--- config.mk ---
export PLATFORM = sky130hd
export DESIGN_NAME = tl_a_async_tx
export DESIGN_NICKNAME = d
export VERILOG_FILES = /design/src/rtl/tl_a_async_tx.sv
export SDC_FILE = /design/constraint.sdc
export NUM_CORES = 1
export LEC_CHECK = 0
export ABC_AREA = 0
export CAP_MARGIN = 0
export CORE_ASPECT_RATIO = 0.8
export CORE_UTILIZATION = 31
export CTS_CLUSTER_SIZE = 30
export DETAILED_ROUTE_END_ITERATION = 12
export PLACE_DENSITY = 0.84
export SLEW_MARGIN = 20
export SYNTH_ARGS = -nofsm -noshare
export SYNTH_HDL_FRONTEND = slang
export SYNTH_SLANG_ARGS = --single-unit
export TNS_END_PERCENT = 20
--- constraint.sdc ---
create_clock -name wr_clk -period 2.6 [get_ports wr_clk]
set_input_delay 0.26 -clock wr_clk [delete_from_list [all_inputs] [get_ports wr_clk]]
set_output_delay 0.26 -clock wr_clk [all_outputs]
set_load 0.02 [all_outputs]
--- src/rtl/tl_a_async_tx.sv ---
// -----------------------------------------------------------------------------
// tl_a_async_tx
// Write (transmit) half of a Gray-pointer clock-domain crossing for the
// TileLink A channel. Beats accepted in the wr_clk domain are packed into one
// storage word and written into an external dual-port array. A Gray-coded write
// pointer is published to the read domain. The read domain's Gray pointer is
// synchronized back into wr_clk to produce full, almost_full and level.
//
// Ports
//   wr_clk          write-domain clock
//   reset           asynchronous, active-high, shared with the read side
//   a_valid/a_ready A-channel handshake (beat accepted when both are high)
//   a_opcode        TileLink A opcode (0..5 legal, 6/7 dropped)
//   a_size          log2 of transfer bytes
//   a_address       beat address
//   a_data          beat data
//   mem_we          storage write enable (combinational, same cycle as accept)
//   mem_waddr       storage write index
//   mem_wdata       packed {a_opcode, a_size, a_address, a_data}
//   wr_ptr_gray     registered Gray write pointer to the read domain
//   rd_ptr_gray     Gray read pointer from the read domain (async to wr_clk)
//   full            registered full flag
//   almost_full     registered, level >= AF_THRESH
//   level           registered conservative occupancy
//   err_illegal_op  one-cycle pulse per dropped beat
//   err_cnt         saturating count of dropped beats
// -----------------------------------------------------------------------------
module tl_a_async_tx #(
    parameter int ADDR_WIDTH  = 32,
    parameter int DATA_WIDTH  = 32,
    parameter int DEPTH       = 8,
    parameter int SYNC_STAGES = 2,
    parameter int AF_THRESH   = 6,
    localparam int PTR_WIDTH  = $clog2(DEPTH),
    localparam int WORD_WIDTH = 6 + ADDR_WIDTH + DATA_WIDTH
) (
    input  logic                    wr_clk,
    input  logic                    reset,
    input  logic                    a_valid,
    output logic                    a_ready,
    input  logic [2:0]              a_opcode,
    input  logic [2:0]              a_size,
    input  logic [ADDR_WIDTH-1:0]   a_address,
    input  logic [DATA_WIDTH-1:0]   a_data,
    output logic                    mem_we,
    output logic [PTR_WIDTH-1:0]    mem_waddr,
    output logic [WORD_WIDTH-1:0]   mem_wdata,
    output logic [PTR_WIDTH:0]      wr_ptr_gray,
    input  logic [PTR_WIDTH:0]      rd_ptr_gray,
    output logic                    full,
    output logic                    almost_full,
    output logic [PTR_WIDTH:0]      level,
    output logic                    err_illegal_op,
    output logic [7:0]              err_cnt
);

    localparam logic [PTR_WIDTH:0] AF_LVL = AF_THRESH[PTR_WIDTH:0];

    function automatic logic [PTR_WIDTH:0] bin2gray(input logic [PTR_WIDTH:0] b);
        return b ^ (b >> 1);
    endfunction

    function automatic logic [PTR_WIDTH:0] gray2bin(input logic [PTR_WIDTH:0] g);
        logic [PTR_WIDTH:0] b;
        b[PTR_WIDTH] = g[PTR_WIDTH];
        for (int i = PTR_WIDTH - 1; i >= 0; i--) begin
            b[i] = b[i+1] ^ g[i];
        end
        return b;
    endfunction

    logic [PTR_WIDTH:0] r_wr_bin;
    logic [PTR_WIDTH:0] r_wr_gray;
    logic [PTR_WIDTH:0] r_sync [SYNC_STAGES];
    logic [PTR_WIDTH:0] r_level;
    logic               r_full;
    logic               r_af;
    logic               r_ready;
    logic               r_err;
    logic [7:0]         r_err_cnt;

    logic               w_fire;
    logic               w_legal;
    logic               w_wr;
    logic [PTR_WIDTH:0] w_wr_bin_next;
    logic [PTR_WIDTH:0] w_wr_gray_next;
    logic [PTR_WIDTH:0] w_rq;
    logic [PTR_WIDTH:0] w_rd_bin;
    logic [PTR_WIDTH:0] w_full_cmp;
    logic               w_full_next;
    logic [PTR_WIDTH:0] w_level_next;
    logic               w_af_next;

    // a_ready comes only from a register; it is held low through reset so an
    // in-flight beat cannot produce a write while reset is asserted.
    assign a_ready  = r_ready;
    assign w_fire   = a_valid & r_ready;
    assign w_legal  = (a_opcode <= 3'd5);
    assign w_wr     = w_fire & w_legal;

    assign mem_we    = w_wr;
    assign mem_waddr = r_wr_bin[PTR_WIDTH-1:0];
    assign mem_wdata = {a_opcode, a_size, a_address, a_data};

    assign w_wr_bin_next  = r_wr_bin + {{PTR_WIDTH{1'b0}}, w_wr};
    assign w_wr_gray_next = bin2gray(w_wr_bin_next);

    assign w_rq     = r_sync[SYNC_STAGES-1];
    assign w_rd_bin = gray2bin(w_rq);

    // Full when the write pointer is exactly one lap ahead: in Gray code that
    // is the read pointer with its two MSBs inverted.
    assign w_full_cmp   = {~w_rq[PTR_WIDTH:PTR_WIDTH-1], w_rq[PTR_WIDTH-2:0]};
    assign w_full_next  = (w_wr_gray_next == w_full_cmp);
    // The synchronized read pointer lags the true one, so this never
    // under-reports occupancy.
    assign w_level_next = w_wr_bin_next - w_rd_bin;
    assign w_af_next    = (w_level_next >= AF_LVL);

    // Read-pointer synchronizer
    always_ff @(posedge wr_clk or posedge reset) begin
        if (reset) begin
            for (int i = 0; i < SYNC_STAGES; i++) begin
                r_sync[i] <= '0;
            end
        end else begin
            r_sync[0] <= rd_ptr_gray;
            for (int i = 1; i < SYNC_STAGES; i++) begin
                r_sync[i] <= r_sync[i-1];
            end
        end
    end

    // Write pointers and status flags
    always_ff @(posedge wr_clk or posedge reset) begin
        if (reset) begin
            r_wr_bin  <= '0;
            r_wr_gray <= '0;
            r_full    <= 1'b0;
            r_af      <= 1'b0;
            r_level   <= '0;
            r_ready   <= 1'b0;
        end else begin
            r_wr_bin  <= w_wr_bin_next;
            r_wr_gray <= w_wr_gray_next;
            r_full    <= w_full_next;
            r_af      <= w_af_next;
            r_level   <= w_level_next;
            r_ready   <= ~w_full_next;
        end
    end

    // Dropped-beat reporting
    always_ff @(posedge wr_clk or posedge reset) begin
        if (reset) begin
            r_err     <= 1'b0;
            r_err_cnt <= '0;
        end else begin
            r_err <= w_fire & ~w_legal;
            if (w_fire && !w_legal && r_err_cnt != 8'hFF) begin
                r_err_cnt <= r_err_cnt + 8'd1;
            end
        end
    end

    assign wr_ptr_gray    = r_wr_gray;
    assign full           = r_full;
    assign almost_full    = r_af;
    assign level          = r_level;
    assign err_illegal_op = r_err;
    assign err_cnt        = r_err_cnt;

endmodule

==> impl_metrics.csv, run 1 <==
group,metric,value,unit
clock_tree,path_clk_slew,0.07,ns
clock_tree,clock_sinks,31,
route,drt-total-wl,2.91,mm
synthesis,syn_area,1870,sq um
timing,maxSlewHeadroom,73.6,%
synthesis,syn_inst,177,
route,drtIter0Drc,16,
timing,final_max_slew_viol_count,0,
clock_tree,cts.path.max_buffers,2,
timing,tns,0,ns
setup_path,required,2.75,ns
die,die_y,71.4,microns
min_path,holdPathEnd,"w_rq[3]",
timing,tightestPinTransition,0.396,ns
die,rows,24,
pwr,power_density,1320,nW/um^2
pwr,ir_worst_vdd,346,uV
clock_tree,cts_htree_levels,2,
final_layout,nets,234,
synthesis,synth.top_cell.area_share,41.5,%
placed_design,io_buffers,34,
setup_path,critical_path_class,"input pin to flip-flop",
run,cap_violations,0,
setup_path,critical_path.startpoint_type,"input pin",
die,ios,171,
placed_design,placed_area,1800,sq um
final_layout,fin_cells,229,
placed_design,gp_congestion,0.770,
placed_design,post-place-ws,0.0117,ns
clock_tree,cts_setup_buffers,0,
timing,period_share,88.1,%
clock_tree,numCtsBuffers,5,
die,dieArea,6340,sq um
global_routing,antenna_found_initial,0,
final_layout,stdcell_area,1930,sq um
final_layout,diodes,0,
global_routing,grtUsageTotal,10.1,%
clock_tree,cts_root_buf,"clkbuf_8",
route,via_per_inst,4.38,
setup_path,r2r_setup_slack,0.34,ns
synthesis,synth_area_leaders,"dfrtp_1 (42%), buf_4 (28%), xnor2_1 (4.7%), ha_1 (4.0%), xor2_1 (3.3%)",
synthesis,ys_types,28,
global_routing,grt_pass1_vias,1010,
final_layout,synthToLayoutAreaGrowth,3.22,%
global_routing,overflow,0,
placed_design,dp_cells,221,
synthesis,synth_warnings,0,
setup_path,critPathMaxFanout,3,
timing,clock_skew,0.00457,ns
die,initial_core_util,33.3,%
global_routing,grt_max_degree,32,
route,via_count,1002,
route,drc,0,
route,routedWlPerCell,12.7,microns
timing,fmax,0.436,GHz
route,ant_nets,0,
min_path,holdCritPathClass,"flip-flop to flip-flop",
timing,worst_slack,0.309,ns
placed_design,dpl.hpwl,2.20,mm
clock_tree,hold_buffers,0,
setup_path,cp-end-kind,"flip-flop",
timing,rsz0062_at_grt,"no",
global_routing,grt_pass1_wl,4.71,mm
min_path,hold_depth,0,
setup_path,cp.arrival,2.44,ns
pwr,p_leak,0.000832,uW
setup_path,worst_r2r_path_depth,8,
synthesis,avgSynthCellArea,10.6,sq um
setup_path,r2r-end,"almost_full",
route,wl_met1,1.28,mm
route,routed.top_layer,"met4",
die,core-area,5620,sq um
clock_tree,clock_latency,0.28,ns
synthesis,yosys.area.top_type,"dfrtp_1",
timing,setup_violations,0,
clock_tree,cts_tree,"yes",
route,routed-wl-met3,262,microns
final_layout,drive_gt1_share,8.61,%
die,die_x,88.8,microns
timing,post-route-min-period,2.29,ns
route,dr.pass1.iters,4,
synthesis,ys_seq_elements,31,
synthesis,syn_nets,261,
run_status,run_status,"complete, no violations",
clock_tree,cts_resized,0,
timing,hold_ws,0.350,ns
setup_path,r2r_start,"w_rq[2]",
synthesis,seq_area_frac_synth,41.5,%
route,dr_wl_met2,1.26,mm
timing,finalHoldViolations,0,
min_path,min-delay-start,"r_sync[7]",
## placed cells by master (no fill, tap or decap), types with 2 or more instances in the layout
| cell | Yosys | routed |
|---|---|---|
| a21oi_1 | 5 | 5 |
| a31oi_1 | 2 | 2 |
| and3_1 | 2 | 2 |
| buf_4 | 70 | 2 |
| bufinv_16 | 0 | 2 |
| clkbuf_8 | 0 | 5 |
| clkdlybuf4s50_1 | 0 | 34 |
| dfrtp_1 | 31 | 31 |
| ha_1 | 6 | 6 |
| inv_1 | 10 | 10 |
| mux2_1 | 3 | 3 |
| nand2_1 | 4 | 4 |
| nand3_1 | 7 | 7 |
| nor2_1 | 2 | 2 |
| nor3_1 | 2 | 2 |
| o211ai_1 | 3 | 3 |
| xnor2_1 | 10 | 10 |
| xor2_1 | 7 | 7 |
## layout make-up
cell class                      count  area, sq um
Clock buffer                        6         72.6
Clock inverter                      2         60.1
Fill cell                         582         3690
Inverter                           10         37.5
Multi-Input combinational cell     66          529
Sequential cell                    31          776
Tap cell                           78         97.6
Timing Repair Buffer               36          355
## synth_stat cells, drive strengths merged
master and number:
a21o 1, nor2 2, a41oi 1, nand3 7, mux2 3, nor3 3, and2 1, a31oi 2
a21boi 1, xor2 8, o21ai 1, inv 10, nand2 4, dfrtp 31, o211ai 3, xnor2 11
a22oi 1, nand4 1, a211o 1, and3 2, ha 6, buf 70, o21a 1, fa 1
a21oi 5
## report_power, final
part / leakage, uW / internal (uW) / switching, uW
logic: 0.000392 / 597 / 643
registers: 0.000374 / 649 / 109
clock network: 0.0000654 / 383 / 172
## flip-flops by register name, indices dropped and copies added, names as in the netlist
register and count:
err_illegal_op 1, almost_full 1, full 1, a_ready 1
r_sync 4, level 4, wr_ptr_gray 3, err_cnt 8
r_wr_bin 4, w_rq 4
## per-layer routing
metal  GRT usage [%]  up-vias
li1                -      452
met1            11.6      474
met2            14.1       57
met3            4.84       19
met4            8.24        0
met5               0        -
## how the worst max path moves through the flow
stage                start          end  slack [ns]  cells past startpoint
2_1_floorplan      a_ready  almost_full        0.13                      9
5_1_grt            w_rq[2]  almost_full        0.17                      8
3_3_place_gp       a_valid         full        0.12                      9
4_1_cts        a_opcode[2]  almost_full        0.31                      9
6_report       a_opcode[2]  almost_full        0.31                      9
3_5_place_dp   a_opcode[2]  almost_full        0.01                      9
## critical path, stage by stage
cell	delay [ns]
clkdlybuf4s50_1	0.50
a21oi_1	0.09
ha_1	0.23
ha_1	0.34
inv_1	0.09
fa_1	0.57
inv_1	0.06
a22oi_1	0.19
o211ai_1	0.11
## metrics by stage
| step | power, uW | utilization [%] |
|---|---|---|
| floorplan | 1690 | - |
| global placement | 1970 | 32.0 |
| detailed placement | 2020 | 32.0 |
| CTS | 2590 | 34.3 |
| global route | 2730 | 34.3 |
| finish | 2550 | 34.3 |
## logic make-up (layout without fill, tap and decap cells)
logic type,Yosys count,count (layout),share of synthesized area [%]
buffers and inverters,80,54,30.1
DFF,31,31,41.5
and+or+nand+nor,20,20,5.49
xor gates and xnor gates,19,19,9.71
AOI/OAI and AO/OA,17,17,6.23
adders and majority gates,7,7,5.09
muxes,3,3,1.81
Note: power is estimated with default switching activity, not from simulation.
==> run 2, diff against run 1 <==
- SETUP_SLACK_MARGIN: default -> 0.15
==> impl_metrics.csv, run 2 (synthesized netlist as in run 1, its figures left out) <==
group,metric,value,unit
run_status,run_status,"complete, no violations",
route,ant_nets,0,
setup_path,required,2.76,ns
clock_tree,cts.path.max_buffers,2,
final_layout,fin_cells,231,
placed_design,dpl.hpwl,2.23,mm
timing,tns,0,ns
global_routing,grt_pass1_vias,1017,
placed_design,dp_cells,221,
global_routing,grt_max_degree,32,
min_path,holdCritPathClass,"flip-flop to flip-flop",
final_layout,layout_commonest_cell,"clkdlybuf4s50_1",
setup_path,r2r_setup_slack,0.29,ns
placed_design,gp_congestion,0.784,
die,die_y,71.4,microns
die,initial_core_util,33.3,%
die,rows,24,
route,drc,0,
setup_path,critPathMaxFanout,3,
route,routedWlPerCell,12.8,microns
die,core-area,5620,sq um
setup_path,critical_path_class,"flip-flop to flip-flop",
pwr,power_density,1250,nW/um^2
route,dr.pass1.iters,4,
clock_tree,path_clk_slew,0.07,ns
final_layout,largest_reg_flops,8,
timing,rsz0062_at_grt,"no",
timing,maxSlewHeadroom,73.6,%
pwr,ir_worst_vdd,252,uV
setup_path,critical_path.startpoint_type,"flip-flop",
final_layout,nets,236,
clock_tree,clock_latency,0.28,ns
clock_tree,clock_sinks,31,
pwr,p_leak,0.000817,uW
placed_design,io_buffers,34,
timing,period_share,88.8,%
timing,hold_ws,0.351,ns
clock_tree,numCtsBuffers,5,
global_routing,overflow,0,
clock_tree,cts_root_buf,"clkbuf_8",
timing,setup_violations,0,
route,drtIter0Drc,31,
final_layout,post-route-util,33.8,%
timing,tightestPinTransition,0.397,ns
final_layout,synthToLayoutAreaGrowth,1.67,%
global_routing,grtUsageTotal,9.83,%
timing,fmax,0.433,GHz
clock_tree,cts_resized,0,
final_layout,fill_cells,581,
timing,post-route-min-period,2.31,ns
run,cap_violations,0,
route,drt-total-wl,2.95,mm
clock_tree,cts_tree,"yes",
timing,final_max_slew_viol_count,0,
timing,clock_skew,0.00636,ns
final_layout,drive_gt1_share,10.5,%
final_layout,final_cell_mix,"clkdlybuf4s50_1 (34), dfrtp_1 (31), inv_1 (10), xnor2_1 (10)",
global_routing,grt_pass1_wl,4.68,mm
die,ios,171,
route,via_per_inst,4.44,
clock_tree,cts_htree_levels,2,
setup_path,cp-end-kind,"flip-flop",
setup_path,cp.arrival,2.46,ns
timing,finalHoldViolations,0,
final_layout,diodes,0,
die,die_x,88.8,microns
die,dieArea,6340,sq um
route,via_count,1025,
global_routing,antenna_found_initial,0,
run 2: cell types whose count changed in the layout (fill, tap and decap cells not counted), sizes merged:
| cell | before | now |
|---|---|---|
| clkinvlp | 0 | 1 |
| bufinv | 2 | 0 |
| clkinv | 0 | 1 |
| buf | 2 | 4 |
run 2: layout make-up:
| type | instances | area [sq um] | share of cell area, % |
|---|---|---|---|
| sequential | 31 | 776 | 40.8 |
| multi-input combinational | 66 | 533 | 28.1 |
| timing repair buffer | 38 | 370 | 19.5 |
| tap | 78 | 97.6 | 5.14 |
| clock buffer | 6 | 72.6 | 3.82 |
| inverter | 10 | 37.5 | 1.98 |
| clock inverter | 2 | 12.5 | 0.659 |
run 2: worst paths after layout:
check                          start     endpoint  cells past startpoint
setup / recovery             w_rq[3]  almost_full                      8
hold / removal             r_sync[6]      w_rq[2]                      0
setup reg to reg             w_rq[3]  almost_full                      8
hold reg to reg            r_sync[6]      w_rq[2]                      0
max in group asynchronous      reset   err_cnt[4]                      3
min in group asynchronous      reset  r_wr_bin[2]                      3
run 2: worst max-delay path, stage by stage (launching register included):
cell	delay (ns)
dfrtp_1	0.40
xnor2_1	0.27
xor2_1	0.32
xnor2_1	0.11
ha_1	0.22
fa_1	0.50
inv_1	0.06
a22oi_1	0.19
o211ai_1	0.11
run 2: routing by layer:
| metal | vias up | track usage [%] | wire (microns) |
|---|---|---|---|
| li1 | 452 | - | - |
| met1 | 510 | 12.7 | 1390 |
| met2 | 59 | 13.8 | 1260 |
| met4 | 0 | 5.38 | 42 |
| met3 | 4 | 4.26 | 252 |
| met5 | - | 0 | 0 |
run 2: report_power, final:
part	switching, uW	internal, uW	total [uW]
Sequential	108	649	757
Clock	179	187	365
Combinational	647	601	1250
Total	934	1440	2370
run 2: what timing repair did:
item | 4_1_cts | 5_1_grt
setup endpoints to repair | 0 | 1
hold buffers | 0 | 0
setup buffers | 0 | 2
run 2: through the flow:
step           power, uW  area (sq um)  worst slack [ns]
6_report            2370          1900             0.291
5_1_grt             2530          1900             0.144
4_1_cts             2390          1880             0.276
3_5_place_dp        2020          1800            0.0425
3_3_place_gp        1980          1800            0.0792
2_1_floorplan       1690          1870             0.282
==> run 3, diff against run 2 <==
- CORE_MARGIN: default -> 2
==> impl_metrics.csv, run 3 (synthesized netlist as in run 1, its figures left out) <==
group,metric,value,unit
run_status,run_status,"complete, no violations",
pwr,ir_worst_vdd,309,uV
final_layout,largest_reg_flops,8,
setup_path,cp.arrival,2.47,ns
timing,setup_violations,0,
timing,final_max_slew_viol_count,0,
pwr,seqPwrFrac,30.7,%
final_layout,stdcell_area,1920,sq um
min_path,holdCritPathClass,"input pin to async pin",
die,initial_core_util,31.8,%
final_layout,fill_cells,619,
timing,period_share,86.9,%
timing,tightestPinTransition,0.392,ns
global_routing,grtUsageTotal,9.59,%
timing,maxSlewHeadroom,73.9,%
clock_tree,numCtsBuffers,5,
placed_design,placed_area,1800,sq um
final_layout,diodes,0,
timing,clock_skew,0.00918,ns
pwr,power_density,1290,nW/um^2
timing,rsz0062_at_grt,"no",
final_layout,synthToLayoutAreaGrowth,2.55,%
clock_tree,cts_resized,0,
pwr,p_int,1530,uW
route,via_count,984,
setup_path,cp-end-kind,"flip-flop",
final_layout,nets,234,
pwr,clockPowerShare,19.0,%
global_routing,overflow,0,
final_layout,final_cell_mix,"clkdlybuf4s50_1 (34), dfrtp_1 (31), inv_1 (10), xnor2_1 (10)",
die,die_y,73.4,microns
final_layout,seqCellArea,776,sq um
setup_path,critPathMaxFanout,5,
pwr,swShare,38.0,%
clock_tree,cts.path.max_buffers,2,
global_routing,grt_pass1_wl,4.88,mm
clock_tree,cts_root_buf,"clkbuf_8",
timing,finalHoldViolations,0,
pwr,p_comb_share,50.3,%
pwr,switchingPower,939,uW
timing,hold_ws,0.350,ns
die,dieArea,6670,sq um
final_layout,post-route-util,32.6,%
clock_tree,cts_setup_buffers,0,
route,dr.pass1.iters,4,
final_layout,multi_input_area,533,sq um
clock_tree,path_clk_slew,0.07,ns
clock_tree,hold_buffers,0,
die,die_x,90.8,microns
placed_design,io_buffers,34,
timing,tns,0,ns
setup_path,critical_path_class,"input pin to flip-flop",
final_layout,layout_commonest_cell,"clkdlybuf4s50_1",
clock_tree,cts_htree_levels,2,
placed_design,dpl.hpwl,2.16,mm
die,rows,25,
die,ios,171,
route,via_per_inst,4.24,
clock_tree,cts_tree,"yes",
global_routing,antenna_found_initial,0,
route,drt-total-wl,2.95,mm
clock_tree,clock_sinks,31,
timing,fmax,0.443,GHz
route,drtIter0Drc,25,
route,routedWlPerCell,12.7,microns
setup_path,required,2.81,ns
final_layout,drive_gt1_share,9.93,%
die,core-area,5880,sq um
run,cap_violations,0,
global_routing,grt_max_degree,32,
pwr,p_leak,0.000824,uW
route,ant_nets,0,
placed_design,gp_congestion,0.846,
timing,post-route-min-period,2.26,ns
setup_path,critical_path.startpoint_type,"input pin",
global_routing,grt_pass1_vias,1001,
clock_tree,clock_latency,0.29,ns
route,drc,0,
-- run 3: cell count changes in the layout (fill, tap and decap cells not counted) --
cell	before	now
clkbuf_1	1	0
clkinvlp_4	1	0
clkinv_4	0	1
bufinv_16	0	1
buf_4	4	2
-- run 3: final cells by class --
| class | count | share of cell area [%] |
|---|---|---|
| flip-flops and latches | 31 | 40.5 |
| well taps | 81 | 5.29 |
| clock inverters | 3 | 2.29 |
| inverters | 10 | 1.96 |
| clock buffers | 5 | 3.59 |
| multi-input cells | 66 | 27.8 |
| repair buffers | 36 | 18.5 |
-- run 3: worst max-delay path, cell delays in order --
cell and delay, ns:
clkdlybuf4s50_1 0.49, nand2_1 0.07, a21oi_2 0.13, ha_1 0.21, ha_1 0.25, buf_4 0.16, ha_1 0.29, a21o_1 0.20
a211o_1 0.32, o211ai_1 0.08
-- run 3: metal layers --
layer	wire length [microns]	track usage [%]
met5	0	0
met4	64	6.73
met3	265	4.92
met2	1330	13.3
met1	1290	11.6
-- run 3: path summary, 6_finish.rpt --
check | from | end | slack, ns | depth (start not counted)
max in group asynchronous | reset | err_illegal_op | 1.96 | 3
min in group wr_clk | r_sync[5] | w_rq[1] | 0.35 | 0
worst min register to register | r_sync[5] | w_rq[1] | 0.35 | 0
worst min-delay path | reset | level[0] | 0.35 | 3
worst max register to register | w_rq[3] | almost_full | 0.38 | 8
worst max-delay path | a_valid | almost_full | 0.34 | 10
-- run 3: power by group through the flow --
stage          Clock (uW)  Sequential (uW)  Combinational, uW
4_1_cts               488              761               1260
2_1_floorplan           0              938                752
3_5_place_dp            0              770               1240
6_report              470              757               1240
3_3_place_gp            0              764               1210
5_1_grt               510              783               1360
-- run 3: per-stage QoR --
stage | std cells | power [uW] | setup WS, ns
final | 232 | 2470 | 0.340
after global routing | 232 | 2650 | 0.184
after CTS | 232 | 2500 | 0.338
after detailed placement | 224 | 2010 | 0.0646
after global placement | 224 | 1970 | 0.0848
after floorplan | 177 | 1690 | 0.282
==> variant (settings of run 2) <==
The parameter `DEPTH` goes from 8 to 16.
--- a/src/rtl/tl_a_async_tx.sv
+++ b/src/rtl/tl_a_async_tx.sv
@@ -29,5 +29,5 @@
     parameter int ADDR_WIDTH  = 32,
     parameter int DATA_WIDTH  = 32,
-    parameter int DEPTH       = 8,
+    parameter int DEPTH       = 16,
     parameter int SYNC_STAGES = 2,
     parameter int AF_THRESH   = 6,
Interface: changed (resized level, mem_waddr, rd_ptr_gray and wr_ptr_gray); port bits go from 171 to 175. The function was not compared with the original's and may differ.
==> variant against run 2 <==
Power rose by 24%; setup slack got worse by 0.15 ns; final area rose by 28%; clock power grew 13%; sequential cell count increased by 5; wire length increased by 36%; area after synthesis rose by 17%.
==> variant: results (changes against run 2) <==
* Fin Hold WS at 0.348 ns (was 0.351 ns)
* Max Clock Skew at 0.00661 ns (was 0.00636 ns)
* Gpl congestion at 0.834 (was 0.784)
* Hold/Removal Path Class: flip-flop to flip-flop (unchanged)
* Syn nets at 297 (was 261)
* Num CTS Buffers at 5 (unchanged)
* Diode count at 0 (unchanged)
* Crit path max fanout at 2 (was 3)
* Adder and majority gate portion of the synthesized area at 0.0549 (was 0.0509)
* Share of post-route cells with drive strength above 1 at 0.208 (was 0.105)
* Vias per inst at 4.60 (was 4.44)
* DP Wirelength at 2940 µm (was 2230 µm)
* Maximum vdd drop at 0.578 mV (was 0.252 mV)
* Compound-gate portion of the synthesized area at 0.0743 (was 0.0623)
* Largest net degree at the start of global routing at 37 (was 32)
* Hold_sp: r_sync[8]$_DFF_PP0_ (was r_sync[6]$_DFF_PP0_)
* Worst flop-to-flop path startpoint: w_rq[3]$_DFF_PP0_ (unchanged)
* Worst reg2reg setup slack at 0.14 ns (was 0.29 ns)
* Vias in the first global route at 1407 (was 1017)
* Leak pwr at 1.04 nW (was 0.817 nW)
* Buffers on Ports at 38 (was 34)
* Final WL at 4000 µm (was 2950 µm)
* Crit path DAT at 2.64 ns (was 2.46 ns)
* Post-Place Cell Area at 0.00225 mm² (was 0.00180 mm²)
* Initial DRC count at 44 (was 31)
* Hold depth at 0 (unchanged)
* Slew @ Worst Pin at 0.484 ns (was 0.397 ns)
* Clock slew at reported path FFs at 0.07 ns (about the same)
* Final nets at 288 (was 236)
* Yosys cell types at 34 (was 28)
* Fill cells at 628 (was 581)
* CTS sink cnt at 36 (was 31)
* First-pass GRT wire length at 6600 µm (was 4680 µm)
* First-pass iteration count of the detailed router at 4 (unchanged)
* Register area share after synthesis at 0.412 (was 0.415)
* CTS Buffer Depth at 2 (unchanged)
* Xor/xnor cell area share of the yosys netlist at 0.101 (was 0.0971)
* H-tree levels at 2 (unchanged)
* Top post-synthesis cells by area: dfrtp_1 41%, buf_4 24%, xnor2_1 5.2% (was dfrtp_1 42%, buf_4 28%, xnor2_1 4.7%)
* Worst r2r dst: almost_full$_DFF_PP0_ (unchanged)
* Status: completed (unchanged)
* Clock Latency Late Sink at 0.29 ns
* Asr flop ratio synth at 1.00 (unchanged)
* Post-synthesis mux area share at 0.0103 (was 0.0181)
* Hold Path Sink: w_rq[3]$_DFF_PP0_ (was w_rq[2]$_DFF_PP0_)
* Final slew viol count at 0 (unchanged)
* Post-synth top cells: 71 x buf_4, 36 x dfrtp_1, 13 x xnor2_1 (was 70 x buf_4, 31 x dfrtp_1, 10 x inv_1, 10 x xnor2_1)
* R2R depth at 12 (was 8)
* Gr usage total at 0.119 (was 0.0983)
-- variant: cell types whose count changed in the layout (fill, tap and decap cells not counted), sizes merged, moves of 3 or more --
cell | before | now
nand4 | 1 | 5
clkdlybuf4s50 | 34 | 38
dfrtp | 31 | 36
o211ai | 3 | 0
buf | 4 | 20
nand3 | 7 | 10
-- variant: cell families (layout without fill, tap and decap cells) --
group | Yosys count | after routing
buffers and inverters | 85 | 77
flip-flops | 36 | 36
AND/OR/NAND/NOR | 33 | 33
XOR/XNOR | 23 | 23
AO/OA/AOI/OAI | 22 | 22
adder cells (fa/ha/maj) | 9 | 9
multiplexers | 2 | 2
-- variant: per-stage QoR --
step / instances / worst slack (ns)
after floorplan: 210 / 0.126
after global placement: 269 / 0.0205
after detailed placement: 269 / -0.0532
after CTS: 285 / 0.115
after global routing: 286 / 0.00850
final: 286 / 0.136
-- variant: worst max path at each step --
stage	cells after the start	start	slack, ns	endpoint
finish	12	w_rq[3]$_DFF_PP0_	0.14	almost_full$_DFF_PP0_
detailed placement	11	a_valid	-0.05	almost_full$_DFF_PP0_
CTS	11	w_rq[4]$_DFF_PP0_	0.11	almost_full$_DFF_PP0_
floorplan	11	w_rq[3]$_DFF_PP0_	0.13	almost_full$_DFF_PP0_
global route	11	w_rq[3]$_DFF_PP0_	0.008	almost_full$_DFF_PP0_
global placement	10	a_valid	0.02	full$_DFF_PP0_
-- variant: layout make-up --
cell class	instances	area (µm²)	area share
Sequential cell	36	902	0.371
Tap cell	84	105	0.0433
Inverter	11	41.3	0.0170
Clock buffer	7	86.3	0.0355
Clock inverter	1	7.51	0.00309
Multi-Input combinational cell	89	756	0.311
Timing Repair Buffer	58	531	0.218
-- variant: repair_timing --
item,4_1_cts,5_1_grt
setup endpoints to repair,1,3
cloned,0,0
setup buffers,8,1
gates resized for setup,2,1
pin swaps,10,6
-- variant: worst max-delay path, cell delays in order (launching register included) --
cell and delay, ns:
dfrtp_1 0.41, xnor2_2 0.24, xor2_2 0.20, xor2_1 0.23, buf_4 0.14, buf_4 0.10, inv_1 0.05, fa_2 0.36
inv_1 0.06, a21o_1 0.13, a21oi_2 0.06, xnor2_1 0.13, a211o_1 0.24
-- variant: where the power goes --
part / leakage (nW) / internal, W / switching (W)
clock: 0.0445 / 0.000215 / 0.000196
combinational: 0.561 / 0.000814 / 0.000783
sequential: 0.431 / 0.000744 / 0.000188
-- variant: per-layer routing --
metal / track usage / up-vias / routed length [µm]
li1: - / 603 / -
met1: 0.135 / 601 / 1610
met2: 0.170 / 94 / 1740
met3: 0.0853 / 18 / 548
met4: 0.0507 / 0 / 93
met5: 0 / - / 0
